## src/rtl/pipeline_pkg.sv

```systemverilog
// Shared pipeline definitions: XLEN, ALU codes, opcodes and the decoded control bundle.
// Used by the decoder and by the ID/EX stage.
package pipeline_pkg;

  localparam int XLEN = 64;

  localparam logic [2:0] ALU_AND = 3'b000;
  localparam logic [2:0] ALU_OR  = 3'b001;
  localparam logic [2:0] ALU_ADD = 3'b010;
  localparam logic [2:0] ALU_SUB = 3'b110;
  localparam logic [2:0] ALU_SLT = 3'b111;

  localparam logic [6:0] OP_LOAD   = 7'b0000011;
  localparam logic [6:0] OP_ITYPE  = 7'b0010011;
  localparam logic [6:0] OP_STORE  = 7'b0100011;
  localparam logic [6:0] OP_RTYPE  = 7'b0110011;
  localparam logic [6:0] OP_BRANCH = 7'b1100011;

  typedef struct packed {
    logic [2:0] alu_control;
    logic       reg_write;
    logic       mem_read;
    logic       mem_write;
    logic       mem_to_reg;
    logic       alu_src;
    logic       branch;
  } ctrl_t;

  // A bubble must not touch architectural state; the ALU still sees a harmless ADD.
  localparam ctrl_t CTRL_BUBBLE = '{
    alu_control: ALU_ADD,
    reg_write:   1'b0,
    mem_read:    1'b0,
    mem_write:   1'b0,
    mem_to_reg:  1'b0,
    alu_src:     1'b0,
    branch:      1'b0
  };

endpackage

```

## src/rtl/hazard_detect.sv

```systemverilog
// Combinational load-use hazard detector comparing the load in EX against the
// source registers of the instruction sitting in decode.
module hazard_detect (
  input  logic       ex_valid,
  input  logic       ex_mem_read,
  input  logic [4:0] ex_rd,
  input  logic       id_valid,
  input  logic [4:0] id_rs1,
  input  logic [4:0] id_rs2,
  input  logic       id_uses_rs2,
  output logic       load_use
);

  logic rs1_match;
  logic rs2_match;

  // x0 is hardwired to zero, so a load targeting it never produces a dependency.
  assign rs1_match = (ex_rd == id_rs1);
  assign rs2_match = id_uses_rs2 && (ex_rd == id_rs2);
  assign load_use  = ex_valid && ex_mem_read && (ex_rd != 5'd0) && id_valid
                     && (rs1_match || rs2_match);

endmodule

```

## src/rtl/id_ex_stage.sv

```systemverilog
// ID/EX pipeline register with bubble insertion for flush, invalid slots and
// load-use stalls. Load-use detection is built only when HAZARD_DETECT_EN is defined.
module id_ex_stage
  import pipeline_pkg::*;
(
  input  logic            clk,
  input  logic            rst,
  input  logic            id_valid,
  input  ctrl_t           id_ctrl,
  input  logic [XLEN-1:0] id_pc,
  input  logic [XLEN-1:0] id_rs1_data,
  input  logic [XLEN-1:0] id_rs2_data,
  input  logic [XLEN-1:0] id_imm,
  input  logic [4:0]      id_rs1,
  input  logic [4:0]      id_rs2,
  input  logic [4:0]      id_rd,
  input  logic            id_uses_rs2,
  input  logic            flush,
  output logic            ex_valid,
  output ctrl_t           ex_ctrl,
  output logic [XLEN-1:0] ex_pc,
  output logic [XLEN-1:0] ex_rs1_data,
  output logic [XLEN-1:0] ex_rs2_data,
  output logic [XLEN-1:0] ex_imm,
  output logic [4:0]      ex_rs1,
  output logic [4:0]      ex_rs2,
  output logic [4:0]      ex_rd,
  output logic            stall,
  output logic [15:0]     bubble_count
);

  logic load_bubble;

`ifdef HAZARD_DETECT_EN
  logic load_use;

  hazard_detect u_hazard_detect (
    .ex_valid    (ex_valid),
    .ex_mem_read (ex_ctrl.mem_read),
    .ex_rd       (ex_rd),
    .id_valid    (id_valid),
    .id_rs1      (id_rs1),
    .id_rs2      (id_rs2),
    .id_uses_rs2 (id_uses_rs2),
    .load_use    (load_use)
  );

  // A flush kills the decode slot, so holding it for a hazard would be pointless.
  assign stall = load_use && !flush;

  always_ff @(posedge clk or posedge rst) begin
    if (rst) begin
      bubble_count <= 16'h0000;
    end else if (stall && (bubble_count != 16'hFFFF)) begin
      bubble_count <= bubble_count + 16'h0001;
    end
  end
`else
  logic unused_uses_rs2;

  assign unused_uses_rs2 = id_uses_rs2;
  assign stall           = 1'b0;
  assign bubble_count    = 16'h0000;
`endif

  assign load_bubble = flush || stall || !id_valid;

  // Bubbles only rewrite valid and control; data fields keep their old contents.
  always_ff @(posedge clk or posedge rst) begin
    if (rst) begin
      ex_valid    <= 1'b0;
      ex_ctrl     <= CTRL_BUBBLE;
      ex_pc       <= '0;
      ex_rs1_data <= '0;
      ex_rs2_data <= '0;
      ex_imm      <= '0;
      ex_rs1      <= 5'd0;
      ex_rs2      <= 5'd0;
      ex_rd       <= 5'd0;
    end else if (load_bubble) begin
      ex_valid <= 1'b0;
      ex_ctrl  <= CTRL_BUBBLE;
    end else begin
      ex_valid    <= 1'b1;
      ex_ctrl     <= id_ctrl;
      ex_pc       <= id_pc;
      ex_rs1_data <= id_rs1_data;
      ex_rs2_data <= id_rs2_data;
      ex_imm      <= id_imm;
      ex_rs1      <= id_rs1;
      ex_rs2      <= id_rs2;
      ex_rd       <= id_rd;
    end
  end

endmodule

```

## config.mk

```make
export PLATFORM = sky130hd
export DESIGN_NAME = id_ex_stage
export DESIGN_NICKNAME = d
export VERILOG_FILES = /design/src/rtl/pipeline_pkg.sv /design/src/rtl/hazard_detect.sv /design/src/rtl/id_ex_stage.sv
export SDC_FILE = /design/constraint.sdc
export NUM_CORES = 1
export LEC_CHECK = 0
export BUFFER_PORTS_ARGS = -buffer_cell sky130_fd_sc_hd__buf_2
export CORE_AREA = 2 2 226 228
export CTS_CLUSTER_DIAMETER = 150
export DETAILED_ROUTE_END_ITERATION = 8
export DIE_AREA = 0 0 228 230
export HOLD_SLACK_MARGIN = 0.06
export PLACE_DENSITY = 0.47
export SLEW_MARGIN = 20
export SYNTH_ARGS = -nofsm -noshare
export SYNTH_HDL_FRONTEND = slang
export SYNTH_HIERARCHICAL = 1
export SYNTH_SLANG_ARGS = --single-unit
```

## constraint.sdc

```tcl
create_clock -name clk -period 8.3 [get_ports clk]
set_input_delay 0.415 -clock clk [delete_from_list [all_inputs] [get_ports clk]]
set_output_delay 0.415 -clock clk [all_outputs]
set_load 0.02 [all_outputs]
```

; ---- After elaboration in Yosys (flattened, before gate mapping)
; Index checks and enable logic that the tools add are counted.
[totals]
reg_bits = 281
in_bits = 285
wordCells = 19
output_inout_bits = 298
[op_classes]
reduce_logical = 2
mux = 2
[op_table]
columns = cell, count
row1 = 9-bit 2-to-1 mux, 1
row2 = 1-bit logical NOT, 1
row3 = 1-bit logical OR, 1
row4 = 1-bit 2-to-1 mux, 1

; ---- Depth between registers and ports, before layout
; Gate-level depths: netlist of the first run.
[logic_depth]
depth_word = 3
mapped_depth = 5
mapped_depth_nobuf = 3

; ---- Worst setup path after synthesis of the first run
; OpenSTA, ideal clock, no wires.
[synth_path]
path_type = input -> register
startpoint = input flush
endpoint = register ex_pc[0]
cell_stages = 5
setup_slack_ps = 6941
required_ps = 8175
t_arrival_ps = 1234
n_path_buf = 3
cell_sequence = nand2b_4 -> buf_6 -> buf_6 -> buf_6 -> mux2_4
[synth_between]
elab_chain_cells = 1
[synth_lines]
columns = element, line
row1 = start: declaration, id_ex_stage.sv:18  ; input logic flush,
row2 = 1-bit logical OR, id_ex_stage.sv:66  ; assign load_bubble = flush || stall || !id_valid;
row3 = end signal: assignment, id_ex_stage.sv:86  ; ex_pc <= id_pc;
row4 = end: declaration, id_ex_stage.sv:21  ; output logic [XLEN-1:0] ex_pc,
; No other way between the ends.
; A chain may end at the register's enable or synchronous reset.

; ---- Final worst setup path of the first run
[layout_path]
startpoint = input flush
endpoint = register ex_ctrl[0] (netlist name)
[layout_between]
elab_chain_cells = 2
[layout_lines]
columns = element, line
row1 = 1-bit logical OR, id_ex_stage.sv:66
row2 = 9-bit 2-to-1 mux, id_ex_stage.sv:80  ; end else if (load_bubble) begin
row3 = end signal: assignment, id_ex_stage.sv:85  ; ex_ctrl <= id_ctrl;
row4 = end: declaration, id_ex_stage.sv:20  ; output ctrl_t ex_ctrl,
; No other way between the ends.

==> impl_metrics.py, run 1 <==
metrics = {
    "synth": {
        "yosysMostFrequentCell": "dfrtp_1",
        "async_reset_ff_share_pct": 100,
        "synth-edff-count": 0,
        "yosys.area_share.simple_pct": 0.647,
        "synth_area_per_cell_um2": 17.7,
        "synth_area_leaders": "dfrtp_1 (65%), mux2_2 (20%), mux2_4 (11%), buf_4 (1.9%), buf_6 (1.0%)",
        "synth_compound_gate_area_share_pct": 0,
        "synth_area_mm2": 0.0108,
        "synth_commonest_cells": "dfrtp_1 (280), mux2_2 (191), mux2_4 (80)",
        "yosys.area.top_type": "dfrtp_1",
        "synth_adder_area_share_pct": 0,
        "synthDistinctLibCells": 12,
        "synth_top_family_by_area": "multiplexers",
        "ys_seq_area_share_pct": 64.9,
        "syn_inst": 612,
        "yosys_warnings": 6,
        "synth_xor_area_share_pct": 0,
        "synthFlopType": "dfrtp_1",
        "ys_ff_latch": 281,
        "synth.area.mux_share_pct": 30.9,
        "netlist.area_leader.share_pct": 64.7,
    },
    "floorplanning": {
        "core-area_mm2": 0.0499,
        "rows": 82,
        "fp.dieH_um": 230,
        "die_w_um": 228,
        "die_area_mm2": 0.0524,
        "pin_count": 583,
        "start_util_pct": 21.7,
    },
    "sta": {
        "rsz0062_at_grt": "no",
        "maxSlewHeadroom_pct": 21.3,
        "tightest_slew_ps": 1180,
        "clock_skew_ps": 0,
        "setup_violations": 0,
        "period_minus_slack_ps": 2290,
        "drv_slew": 0,
        "hold_violations": 0,
        "max_freq_mhz": 438,
        "period_share_pct": 27.5,
        "fin_tns_setup_ps": 0,
    },
    "placed_design": {
        "place_congestion": 0.769,
        "dpl.cell_count": 1823,
        "portBuffers": 564,
        "hpwl_mm": 21.9,
    },
    "drt": {
        "vias": 7213,
        "antenna_left": 0,
        "via_per_inst": 3.82,
        "drt_wl_total_mm": 30.2,
        "drt_iter0_drc": 243,
        "firstDrtPassIters": 4,
        "drc": 0,
        "post_drt_wl_per_cell_um": 16.0,
    },
    "critical_path": {
        "cp-end-kind": "register",
        "critPathRequiredTime_ps": 8710,
        "startpoint": "flush",
        "path_max_fanout": 59,
        "start_kind": "primary input",
        "critPathKind": "primary input to register",
        "r2r-start": "ex_imm[47]",
        "arrival_ps": 2690,
    },
    "cts": {
        "htree_levels": 2,
        "cts_tree": "built",
        "insertion_delay_ps": 510,
        "numCtsBuffers": 34,
        "path_clk_slew_ps": 60,
        "clk_path_buf_depth": 3,
        "cts_sinks": 281,
        "cts-root-buf": "clkbuf_16",
        "ctsResizeCount": 0,
    },
    "cells_and_area": {
        "drive_above_1_share_pct": 73.9,
        "nNetsFinal": 1475,
        "utilization_pct": 31.0,
        "syn2layout_area_growth_pct": 42.7,
        "nFillCells": 5169,
        "fin_cells": 1886,
        "seqCellArea_mm2": 0.00703,
        "multi_input_area_mm2": 0.00349,
    },
    "global_routing": {
        "overflow": 0,
        "grt_pass1_wl_mm": 46.0,
        "grt_max_degree": 141,
        "antenna_found_initial": 2,
        "grt_util_all_layers_pct": 11.2,
        "grt_pass1_vias": 7904,
    },
    "flow_run": {
        "maxCapViolations": 0,
    },
    "hold_path": {
        "min-delay-path-class": "primary input to async pin",
    },
    "pwr": {
        "powerDensity_mw_per_mm2": 263,
        "leakagePower_nw": 7.79,
        "vdd_drop_max_v": 0.000126,
        "finalPower_mw": 4.07,
    },
    "outcome": {
        "status": "completed",
    },
}
state kept, by name (all words and copies together) (netlist names):
| name | count |
|---|---|
| ex_rd | 5 |
| ex_pc | 64 |
| ex_rs2 | 5 |
| ex_valid | 1 |
| ex_rs1 | 5 |
| ex_imm | 64 |
| ex_ctrl | 9 |
| ex_rs2_data | 64 |
| ex_rs1_data | 64 |
cell usage in the layout (no fill, tap or decap), drive strengths merged:
master	n
and2	8
dfstp	1
inv	2
clkbuf	50
diode	1
nand2b	2
buf	570
dlygate4sd3	3
clkinv	6
dfrtp	280
mux2	271
bufinv	3
conb	17
stage by stage:
stage	area, um^2	worst slack [ps]	hold slack, ps
finish	15500	6010	49.0
global route	15500	5890	75.0
global placement	14300	5470	483
detailed placement	14300	5460	487
CTS	15500	6040	62.1
floorplan	10900	136	525
layer usage:
metal	vias to the layer above	global-route usage (%)	wire length, um	share of wire (%)
met5	-	0	13	0.043
met4	2	4.58	834	2.8
met3	47	3.88	2460	8.1
met2	329	19.6	15500	51
met1	3585	12.5	11400	38
li1	3250	-	-	-
worst paths after layout:
check	end	slack (ps)	cells after the start
worst min register to register	ex_rs2_data[45]	500	1
worst min-delay path	ex_pc[31]	50	2
worst max-delay path	ex_ctrl[0]	6010	5
worst max register to register	ex_imm[47]	7490	1
max in group asynchronous	ex_pc[0]	6810	3
min in group clk	ex_ctrl[6]	100	2
cells by family after synthesis:
group	count (synthesis)
flip-flops	281
buffers and inverters	49
multiplexers	271
AND/OR/NAND/NOR	10
other	1
timing repair:
item	4_1_cts	5_1_grt
hold endpoints to repair	3	0
hold buffers	3	0
setup buffers	0	0
area by class of cell:
type,count,share of cell area [%]
Antenna cell,1,0.0162
Clock buffer,50,6.76
Clock inverter,9,0.801
Inverter,2,0.0971
Multi-Input combinational cell,298,22.6
Sequential cell,281,45.5
Tap cell,672,5.44
Timing Repair Buffer,573,18.8
report_power, final:
part	total (mW)	internal, mW	switching, mW
Clock	1.54	0.963	0.577
Sequential	1.66	1.57	0.0959
Combinational	0.867	0.379	0.488
critical path, stage by stage:
cell	delay [ps]
buf_2	70
nand2b_4	600
buf_4	830
inv_1	350
and2_1	280
No activity file was read; power rests on OpenSTA's default activity.
==> run 2, diff against run 1 <==
Settings changed: ABC_AREA set to 1, CORE_AREA 2 2 226 228 to 2 2 230 232, DIE_AREA 0 0 228 230 to 0 0 232 234.
Clock period 8.3 ns to 1.9 ns, I/O delays scaled along.
==> run 2 against run 1 <==
Effect of this change:
- critical path depth did not move
- synthesized cell count is 100% higher
- combinational power grew to 4.5 times the previous value
- die area grew 3.5%
- routed wire length rose by 36%
==> impl_metrics.py, run 2 <==
metrics = {
    "flow_run": {
        "maxCapViolations": 0,
    },
    "critical_path": {
        "critPathRequiredTime_ps": 2520,
        "cp-end-kind": "async pin",
        "critPathKind": "primary input to async pin",
        "start_kind": "primary input",
        "path_max_fanout": 95,
        "arrival_ps": 2090,
    },
    "cts": {
        "cts_tree": "built",
        "insertion_delay_ps": 520,
        "cts_sinks": 281,
        "cts-root-buf": "clkbuf_16",
        "path_clk_slew_ps": 50,
        "post_cts_buffers": 0,
        "numCtsBuffers": 35,
        "clk_path_buf_depth": 3,
        "htree_levels": 2,
    },
    "global_routing": {
        "overflow": 0,
        "antenna_found_initial": 1,
        "grt_pass1_vias": 11700,
        "grt_max_degree": 126,
        "grt_pass1_wl_mm": 62.4,
        "grt_util_all_layers_pct": 14.3,
    },
    "cells_and_area": {
        "layout_commonest_cell": "buf_2",
        "syn2layout_area_growth_pct": 70.5,
        "drive_above_1_share_pct": 30.7,
        "final_cell_mix": "buf_2 (563), nand2_1 (543), dlygate4sd3_1 (323)",
        "nNetsFinal": 2373,
        "postLayoutCellArea_mm2": 0.0190,
    },
    "synth": {
        "ys_seq_area_share_pct": 63.1,
        "syn_inst": 1224,
        "yosysMostFrequentCell": "nand2_1",
        "netlist.area_leader.share_pct": 62.9,
        "yosys.area.top_type": "dfrtp_1",
        "synth_area_leaders": "dfrtp_1 (63%), nand2_1 (18%), nand3_1 (12%), buf_4 (2.5%), buf_2 (2.3%)",
        "synthDistinctLibCells": 14,
        "synthFlopType": "dfrtp_1",
        "yosys_warnings": 6,
        "synth_commonest_cells": "nand2_1 (543), dfrtp_1 (280), nand3_1 (271)",
        "async_reset_ff_share_pct": 100,
        "ys_ff_latch": 281,
        "synth_area_mm2": 0.0111,
        "synth_area_per_cell_um2": 9.11,
        "synth-edff-count": 0,
    },
    "sta": {
        "setup_slack_ps": 426,
        "setup_violations": 0,
        "maxSlewHeadroom_pct": 54.9,
        "period_share_pct": 77.6,
        "hold_ws_ps": 109,
        "drv_slew": 0,
        "rsz0062_at_grt": "no",
        "period_minus_slack_ps": 1470,
        "clock_skew_ps": 0,
        "fin_tns_setup_ps": 0,
        "tightest_slew_ps": 677,
        "hold_violations": 0,
        "max_freq_mhz": 678,
    },
    "drt": {
        "drt_iter0_drc": 487,
        "antenna_left": 0,
        "drt_wl_total_mm": 41.0,
        "via_per_inst": 4.15,
        "post_drt_wl_per_cell_um": 14.6,
        "firstDrtPassIters": 5,
        "vias": 11600,
        "drc": 0,
    },
    "placed_design": {
        "portBuffers": 564,
        "hpwl_mm": 27.1,
        "dpl_worst_slack_ps": 479,
        "place_congestion": 0.822,
        "placed_area_mm2": 0.0147,
    },
    "floorplanning": {
        "die_w_um": 232,
        "pin_count": 583,
        "fp.dieH_um": 234,
        "rows": 84,
        "start_util_pct": 21.4,
        "die_area_mm2": 0.0543,
        "core-area_mm2": 0.0520,
    },
    "hold_path": {
        "min-delay-path-class": "primary input to register",
    },
    "pwr": {
        "finalPower_mw": 17.3,
        "powerDensity_mw_per_mm2": 912,
        "leakagePower_nw": 10.3,
        "vdd_drop_max_v": 0.000437,
    },
    "outcome": {
        "status": "completed",
    },
}
run 2: layout make-up:
cell class,count,area (um^2)
fillers,5234,33000
flip-flops and latches,281,7030
repair buffers,918,6460
multi-input cells,840,3510
clock buffers,57,1060
well taps,688,861
inverters,12,56.3
clock inverters,5,31.3
diodes,1,2.50
run 2: what timing repair did:
item / in CTS / in global routing
hold endpoints to repair: 462 / 0
resized for setup: 0 / 0
hold buffers: 323 / 0
run 2: routing by layer:
metal | track usage (%) | share of wire [%]
met4 | 5.77 | 3.7
met3 | 4.07 | 7.3
met2 | 24.8 | 50
met5 | 0 | 0
met1 | 16.7 | 39
run 2: where the power goes:
part / switching, mW / leakage, nW / total, mW / internal [mW]
Clock: 2.54 / 0.532 / 6.35 / 3.81
Sequential: 0.378 / 3.48 / 7.10 / 6.72
Combinational: 2.37 / 6.26 / 3.90 / 1.53
Total: 5.29 / 10.3 / 17.3 / 12.1
run 2: logic make-up (layout without fill, tap and decap cells):
kind of cell  after synthesis  count (layout)  share of synthesized area (%)
buf+inv                   119             992                           6.11
flops                     281             281                           63.1
other cells                 1              18                         0.0336
simple gates              823             823                           30.8
run 2: path summary, 6_finish.rpt:
check | slack (ps) | depth (start not counted) | startpoint | endpoint
min reg2reg | 460 | 2 | ex_pc[43] | ex_pc[43]
min | 110 | 4 | flush | ex_imm[36]
max | 430 | 5 | rst | ex_pc[47]
max in group clk | 610 | 1 | ex_ctrl[7] | ex_ctrl[7]
min in group asynchronous | 680 | 4 | rst | ex_rs2_data[9]
max reg2reg | 1250 | 2 | ex_pc[51] | ex_pc[51]
run 2: worst max-delay path: stages:
cell           delay [ps]
dlygate4sd3_1         540
buf_2                 120
dlygate4sd3_1         580
clkinvlp_4            230
buf_12                410
run 2: through the flow:
stage | std cells | utilization (%)
finish | 2802 | 36.5
global route | 2802 | 36.5
CTS | 2801 | 36.5
detailed placement | 2416 | 28.2
global placement | 2416 | 28.2
floorplan | 1240 | -
==> run 3, diff against run 2 <==
Settings changed: PLACE_DENSITY 0.47 to 0.45.
Clock period 1.9 ns to 1.4 ns, I/O delays scaled along.
==> run 3 against run 2 <==
Effect of this change:
- count of clock-buffer cells in the layout fell by 3
- critical endpoint is now ex_ctrl[7]
- via count rose by 0.31%
- final cell count rose by 0.57%
- die area did not move
- sequential share of layout area fell by 0.45 points
- hold slack got worse by 19 ps
- clock power rose by 39%
- critical path depth fell by 4
- cell area rose by 1.2%
- sequential cell count did not move
- global-route usage rose by 0.65 points
- first-iteration DRC count rose by 16%
==> impl_metrics.py, run 3 (synthesis results as in run 2) <==
metrics = {
    "critical_path": {
        "start_kind": "register",
        "r2r-start": "ex_rs1_data[53]",
        "worstSetupEndpoint": "ex_ctrl[7]",
        "arrival_ps": 1180,
        "reg2reg_to": "ex_rs1_data[53]",
        "path_buf_inv": 1,
        "critPathRequiredTime_ps": 1330,
        "cp_slowest_cell": "dfstp_2",
        "startpoint": "ex_ctrl[7]",
        "slowest_delay_ps": 510,
        "r2r_slack_ps": 740,
        "path_cells": "buf_2",
        "r2r_cells": 2,
        "path_max_fanout": 1,
        "cp-end-kind": "output port",
        "path_depth": 1,
        "crit_family": "flip-flops",
        "critPathKind": "register to output port",
    },
    "drt": {
        "vias": 11700,
        "post_drt_wl_per_cell_um": 15.0,
        "drt_iter0_drc": 566,
        "antenna_left": 0,
        "via_per_inst": 4.14,
        "drt_wl_total_mm": 42.2,
        "firstDrtPassIters": 5,
        "drc": 0,
    },
    "pwr": {
        "p_clk_share_pct": 37.0,
        "powerDensity_mw_per_mm2": 1240,
        "finalPower_mw": 23.8,
        "p_sw_mw": 7.20,
        "vdd_drop_max_v": 0.000785,
        "p_comb_share_pct": 22.5,
        "sequentialPowerShare_pct": 40.4,
        "intPower_mw": 16.6,
        "p_sw_share_pct": 30.2,
        "leakagePower_nw": 10.4,
    },
    "cts": {
        "cts-root-buf": "clkbuf_16",
        "numCtsBuffers": 34,
        "cts_tree": "built",
        "cts_sinks": 281,
        "insertion_delay_ps": 510,
        "path_clk_slew_ps": 50,
        "clk_path_buf_depth": 3,
        "htree_levels": 2,
    },
    "global_routing": {
        "top_usage_layer": "met2",
        "grtUsageMet3_pct": 4.06,
        "grt_pass1_vias": 11900,
        "grtUsageMet2_pct": 25.9,
        "grt_pass1_wl_mm": 64.9,
        "grt_util_all_layers_pct": 15.0,
        "antenna_found_initial": 1,
        "gr-usage-met1_pct": 18.0,
        "grt_max_degree": 106,
        "overflow": 0,
    },
    "placed_design": {
        "portBuffers": 564,
        "hpwl_mm": 29.2,
        "dpl.cell_count": 2430,
        "place_congestion": 0.821,
        "dpl_worst_slack_ps": 209,
        "placed_area_mm2": 0.0148,
    },
    "cells_and_area": {
        "drive_above_1_share_pct": 31.2,
        "postLayoutCellArea_mm2": 0.0192,
        "layout_commonest_cell": "buf_2",
        "nNetsFinal": 2391,
        "utilization_pct": 37.0,
        "syn2layout_area_growth_pct": 72.6,
        "fin_cells": 2818,
        "final_cell_mix": "buf_2 (563), nand2_1 (543), dlygate4sd3_1 (328)",
    },
    "hold_path": {
        "hold_path.startpoint": "id_valid",
        "min-delay-path-class": "primary input to register",
    },
    "floorplanning": {
        "fp.dieH_um": 234,
        "core-area_mm2": 0.0520,
        "pin_count": 583,
        "die_area_mm2": 0.0543,
        "die_w_um": 232,
        "start_util_pct": 21.4,
        "rows": 84,
    },
    "sta": {
        "hold_violations": 0,
        "period_share_pct": 89.0,
        "setup_slack_ps": 154,
        "tightest_slew_ps": 610,
        "maxSlewHeadroom_pct": 59.3,
        "clock_skew_ps": 0,
        "max_freq_mhz": 802,
        "setup_violations": 0,
        "period_minus_slack_ps": 1250,
        "drv_slew": 0,
        "fin_tns_setup_ps": 0,
        "hold_ws_ps": 90.5,
        "rsz0062_at_grt": "no",
    },
    "outcome": {
        "status": "completed",
    },
    "flow_run": {
        "maxCapViolations": 0,
    },
}
[run 3: area by class of cell]
type / instances / area (um^2)
fill: 5349 / 32800
timing repair buffer: 937 / 6670
antenna: 1 / 2.50
inverter: 12 / 56.3
multi-input combinational: 840 / 3510
sequential: 281 / 7030
clock inverter: 5 / 50.0
clock buffer: 54 / 1070
tap: 688 / 861
[run 3: repair_timing]
| item | 4_1_cts | 5_1_grt |
|---|---|---|
| endpoints found under the hold margin | 561 | 0 |
| gates resized for setup | 0 | 0 |
| hold buffers | 328 | 0 |
| setup buffers | 0 | 0 |
| setup endpoints to repair | 0 | 0 |
[run 3: worst min-delay path, cell delays in order]
cell	delay (ps)
clkbuf_8	150
buf_4	200
nand3_1	90
nand2_1	50
[run 3: layer usage]
metal,share of wire [%],routed length [um],vias to the layer above
met5,0,0,-
met3,6.9,2900,77
met4,2.7,1150,0
met2,50,21000,410
met1,41,17200,5539
li1,-,-,5627
[run 3: how the worst min path moves through the flow]
stage | cells after the start | slack, ps | end
6_report | 4 | 90 | ex_imm[35]
5_1_grt | 4 | 80 | ex_imm[35]
4_1_cts | 4 | 60 | ex_rs2_data[4]
3_5_place_dp | 3 | 130 | ex_rs2_data[14]
3_3_place_gp | 3 | 130 | ex_rs2_data[14]
2_1_floorplan | 2 | 150 | ex_ctrl[7]
[run 3: power groups by stage]
stage | clock network [mW] | logic, mW | registers, mW
after floorplan | 0 | 1.38 | 11.0
after global placement | 0 | 4.69 | 9.74
after detailed placement | 0 | 4.72 | 9.77
after CTS | 9.18 | 5.43 | 9.65
after global routing | 9.50 | 5.86 | 9.77
final | 8.83 | 5.38 | 9.65
